==> src/rtl/key_pio_pkg.sv <==
// rtl/key_pio_pkg.sv - shared register map and sizing helpers for the key input port
package key_pio_pkg;

    localparam logic [1:0] ADDR_DATA  = 2'd0;
    localparam logic [1:0] ADDR_MASK  = 2'd1;
    localparam logic [1:0] ADDR_EDGE  = 2'd2;
    localparam logic [1:0] ADDR_COUNT = 2'd3;

    // 10 ms at 50 MHz
    localparam int DEFAULT_DEBOUNCE_CYCLES = 500000;

    function automatic int debounce_cnt_w(input int cycles);
        return (cycles <= 2) ? 1 : $clog2(cycles);
    endfunction

endpackage

==> src/rtl/key_debounce.sv <==
// rtl/key_debounce.sv - per-key synchroniser, inversion and debounce counter
module key_debounce
    import key_pio_pkg::*;
#(
    parameter int DEBOUNCE_CYCLES = DEFAULT_DEBOUNCE_CYCLES
) (
    input  logic clk,
    input  logic reset_n,
    input  logic key_n,
    output logic level,
    output logic press
);

    localparam int              CW       = debounce_cnt_w(DEBOUNCE_CYCLES);
    localparam logic [CW-1:0]   CNT_LAST = CW'(DEBOUNCE_CYCLES - 1);

    logic          sync1;
    logic          sync2;
    logic          pressed;
    logic [CW-1:0] cnt;

    assign pressed = ~sync2;

    // press is a registered pulse, high during the first cycle level reads 1
    always_ff @(posedge clk or negedge reset_n) begin
        if (!reset_n) begin
            sync1 <= 1'b1;
            sync2 <= 1'b1;
            cnt   <= '0;
            level <= 1'b0;
            press <= 1'b0;
        end else begin
            sync1 <= key_n;
            sync2 <= sync1;
            press <= 1'b0;
            if (pressed == level) begin
                cnt <= '0;
            end else if (cnt == CNT_LAST) begin
                level <= pressed;
                press <= pressed;
                cnt   <= '0;
            end else begin
                cnt <= cnt + 1'b1;
            end
        end
    end

endmodule

==> src/rtl/key_input_pio.sv <==
// rtl/key_input_pio.sv - Avalon-MM push-button port with edge capture, irq and press counter
module key_input_pio
    import key_pio_pkg::*;
#(
    parameter int N_KEYS          = 4,
    parameter int DEBOUNCE_CYCLES = DEFAULT_DEBOUNCE_CYCLES,
    parameter int CNT_W           = 16
) (
    input  logic              clk,
    input  logic              reset_n,
    input  logic [N_KEYS-1:0] key_n,
    input  logic [1:0]        address,
    input  logic              read,
    input  logic              write,
    input  logic [31:0]       writedata,
    output logic [31:0]       readdata,
    output logic              irq
);

    logic [N_KEYS-1:0] level;
    logic [N_KEYS-1:0] press;
    logic [N_KEYS-1:0] mask_reg;
    logic [N_KEYS-1:0] edge_reg;
    logic [N_KEYS-1:0] edge_clr;
    logic [CNT_W-1:0]  count_reg;
    logic [CNT_W-1:0]  press_cnt;
    logic [31:0]       rd_mux;
    logic              wr_mask;
    logic              wr_edge;
    logic              wr_count;
    logic              unused_wdata;

    for (genvar i = 0; i < N_KEYS; i++) begin : g_key
        key_debounce #(
            .DEBOUNCE_CYCLES(DEBOUNCE_CYCLES)
        ) u_debounce (
            .clk    (clk),
            .reset_n(reset_n),
            .key_n  (key_n[i]),
            .level  (level[i]),
            .press  (press[i])
        );
    end

    always_comb begin
        press_cnt = '0;
        for (int i = 0; i < N_KEYS; i++) begin
            press_cnt = press_cnt + CNT_W'(press[i]);
        end
    end

    assign wr_mask      = write && (address == ADDR_MASK);
    assign wr_edge      = write && (address == ADDR_EDGE);
    assign wr_count     = write && (address == ADDR_COUNT);
    assign edge_clr     = wr_edge ? writedata[N_KEYS-1:0] : '0;
    assign unused_wdata = ^writedata;

    // a new press always outranks a same-cycle clear, both for EDGE and COUNT
    always_ff @(posedge clk or negedge reset_n) begin
        if (!reset_n) begin
            mask_reg  <= '0;
            edge_reg  <= '0;
            count_reg <= '0;
        end else begin
            if (wr_mask) begin
                mask_reg <= writedata[N_KEYS-1:0];
            end
            edge_reg  <= (edge_reg & ~edge_clr) | press;
            count_reg <= (wr_count ? '0 : count_reg) + press_cnt;
        end
    end

    always_comb begin
        rd_mux = '0;
        case (address)
            ADDR_DATA:  rd_mux[N_KEYS-1:0] = level;
            ADDR_MASK:  rd_mux[N_KEYS-1:0] = mask_reg;
            ADDR_EDGE:  rd_mux[N_KEYS-1:0] = edge_reg;
            ADDR_COUNT: rd_mux[CNT_W-1:0]  = count_reg;
            default:    rd_mux             = '0;
        endcase
    end

    always_ff @(posedge clk or negedge reset_n) begin
        if (!reset_n) begin
            readdata <= '0;
        end else if (read) begin
            readdata <= rd_mux;
        end
    end

    assign irq = |(edge_reg & mask_reg);

endmodule

==> config.mk <==
export PLATFORM = sky130hd
export DESIGN_NAME = key_input_pio
export DESIGN_NICKNAME = d
export VERILOG_FILES = /design/src/rtl/key_pio_pkg.sv /design/src/rtl/key_debounce.sv /design/src/rtl/key_input_pio.sv
export SDC_FILE = /design/constraint.sdc
export NUM_CORES = 1
export LEC_CHECK = 0
export BUFFER_PORTS_ARGS = -buffer_cell sky130_fd_sc_hd__buf_2
export CORE_MARGIN = 1.5
export CORE_UTILIZATION = 59
export CTS_CLUSTER_SIZE = 12
export DETAILED_ROUTE_END_ITERATION = 10
export GPL_TIMING_DRIVEN = 0
export MAX_ROUTING_LAYER = met4
export PLACE_DENSITY = 0.77
export RECOVER_POWER = 25
export SETUP_SLACK_MARGIN = 0.05
export SYNTH_ARGS = -nofsm -noshare
export SYNTH_HDL_FRONTEND = slang
export SYNTH_SLANG_ARGS = --single-unit
==> constraint.sdc <==
create_clock -name clk -period 5 [get_ports clk]
set_input_delay 0.5 -clock clk [delete_from_list [all_inputs] [get_ports clk]]
set_output_delay 0.5 -clock clk [all_outputs]
set_load 0.01 [all_outputs]
==> flow_metrics.tcl <==
set metrics [dict create \
    grt_max_degree 90 \
    post_cts_resize_count 0 \
    syn_avg_cell_area_um2 10.2 \
    path_class "in2reg" \
    critPathMaxFanout 10 \
    final_util 0.707 \
    postSynthCellCount 620 \
    synthToLayoutAreaGrowth_pct 15.9 \
    irDropWorstVdd_mv 0.261 \
    rsz0062_at_grt "false" \
    start_util 0.610 \
    relSlewSlack -0.609 \
    gp_congestion 0.879 \
    synth_edf_count 0 \
    layout_common_cells "124 x dfrtp_1, 60 x nor2_1, 58 x nand2_1" \
    clockRootBuffer "clkbuf_8" \
    htreeDepth 4 \
    fin_area_mm2 0.00733 \
    arrival_ns 4.10 \
    power_leakage_nw 3.17 \
    clkTransAtPathRegs_ns 0.06 \
    ys_dominant_reg_cell "dfrtp_1" \
    finalHoldViolCount 0 \
    largest_reg_flops 76 \
    fillers 778 \
    drv_slew 44 \
    avgViaCountPerCell 5.69 \
    drt_iter0_markers 262 \
    die-area_mm2 0.0114 \
    cp.required_ns 5.44 \
    cts.sinks 132 \
    start_kind "input pin" \
    drive_above_1_share 0.154 \
    antenna_found_initial 1 \
    first_global_vias 4672 \
    period_share 0.731 \
    crit_path_end_kind "register" \
    ys_ff_latch 132 \
    yosys_warnings 0 \
    power_density_mw_per_mm2 338 \
    gr-total-overflow 0 \
    whs_path_depth 1 \
    grt_usage 0.251 \
    syn_area_mm2 0.00633 \
    ys_types 41 \
    worst_pin_slew_ns 2.41 \
    final_common_cell "dfrtp_1" \
    dp.cells 799 \
    hp-class "in2reg" \
    layout_setup_ws_ns 1.35 \
    finalSetupTns_ns 0 \
    drtAntennaViolNets 0 \
    fmax_mhz 274 \
    std_cell_rows 37 \
    drc 0 \
    io_buffer_count 27 \
    post-cts-setup-buffers 0 \
    place_hpwl_um 8650 \
    reg2reg_depth 9 \
    vias 4738 \
    ctsHoldBuffers 1 \
    violations "max-capacitance violations, max-slew violations" \
    die_x_um 107 \
    setup_viol 0 \
    max-clock-path-buffers 2 \
    synth-seq-area-share 0.524 \
    dp_worst_setup_slack_ns 0.818 \
    drtPass1Iterations 5 \
    status "finished, violations left" \
    worstSkewPairLatency_ns 0.53 \
    chipHeight_um 107 \
    cap_violations 1 \
    nNetsFinal 733 \
    synthArstFlopShare 1.00 \
    ios 75 \
    clock_skew_ns 0.00765 \
    grt_pass1_wl_um 21600 \
    fin_cells 832 \
    fin_crit_ns 3.65 \
    drt-total-wl_um 12700 \
    cts_inserted_buffers 17 \
    placed_area_mm2 0.00672 \
    core_mm2 0.0104 \
    avgRoutedWirePerCell_um 15.2 \
    cts_tree "done" \
]
[through the flow]
stage          power, W  hold WS, ns
2_1_floorplan   0.00118        0.204
3_3_place_gp    0.00122        0.347
3_5_place_dp    0.00123        0.347
4_1_cts         0.00250       0.0408
5_1_grt         0.00255       0.0497
6_report        0.00248       0.0660
[final timing paths]
| kind | end | slack (ns) | start |
|---|---|---|---|
| min in group asynchronous | g_key[2].u_debounce.cnt[12] | 1.26 | reset_n |
| max | count_reg[14] | 1.35 | address[0] |
| min | g_key[2].u_debounce.sync1 | 0.07 | key_n[2] |
| min reg2reg | g_key[0].u_debounce.sync2 | 0.35 | g_key[0].u_debounce.sync1 |
| max reg2reg | count_reg[14] | 1.89 | count_reg[0] |
| max in group asynchronous | g_key[3].u_debounce.cnt[5] | 2.36 | reset_n |
[worst max-delay path, cell delays in order]
cell      delay (ns)
clkbuf_1        0.41
nand3_1         0.18
clkbuf_1        0.26
and2_1          0.23
fa_1            0.48
inv_1           0.05
fa_1            0.42
fa_1            0.42
nand3b_1        0.29
nor3_1          0.48
nand4_1         0.18
mux2i_1         0.20
[routing by layer]
metal / wire length (µm) / GRT usage / share of wire
met5: 0 / - / 0
met4: 238 / 0.102 / 0.019
met3: 522 / 0.0669 / 0.041
met2: 6280 / 0.390 / 0.50
met1: 5620 / 0.314 / 0.44
[Yosys cell counts (5+ instances only)]
master    number  area [µm²]
and3_1         9        56.3
o31ai_1        8        60.1
mux2_2         8        90.1
or3_1         19         119
a21oi_1       24         120
nand3_1       24         120
nand4_1       21         131
inv_1         30         113
dfstp_2        8         210
nor3_1        12        60.1
nor2_1        60         225
xor2_1        28         245
nand2_1       58         218
ha_1           5        62.6
o21ai_0       32         160
nor4_1        12        75.1
and4_1         6        52.6
buf_4         16         120
clkbuf_1      12        45.0
and2_1         9        56.3
or4_1         15         113
xnor2_1       32         280
dfrtp_1      124        3100
[final cells by class]
class	count	area, µm²	area share
Antenna cell	1	2.50	0.000341
Buffer	30	175	0.0239
Clock buffer	21	449	0.0613
Clock inverter	10	155	0.0212
Inverter	30	113	0.0154
Multi-Input combinational cell	443	2780	0.380
Sequential cell	132	3310	0.452
Tap cell	136	170	0.0232
Timing Repair Buffer	29	171	0.0234
[cell families after synthesis]
logic type,share of synthesized area
and+or+nand+nor,0.219
DFF,0.524
AOI/OAI and AO/OA,0.0739
xor gates and xnor gates,0.0830
buffers and inverters,0.0455
muxes,0.0348
adders and majority gates,0.0194
other,0.000593
[power breakdown]
part	internal [W]	switching [W]	total, W
clock network	0.000829	0.000437	0.00127
registers	0.00109	0.0000180	0.00111
logic	0.0000397	0.0000624	0.000102
total	0.00196	0.000517	0.00248
No activity file was read; power rests on OpenSTA's default activity.
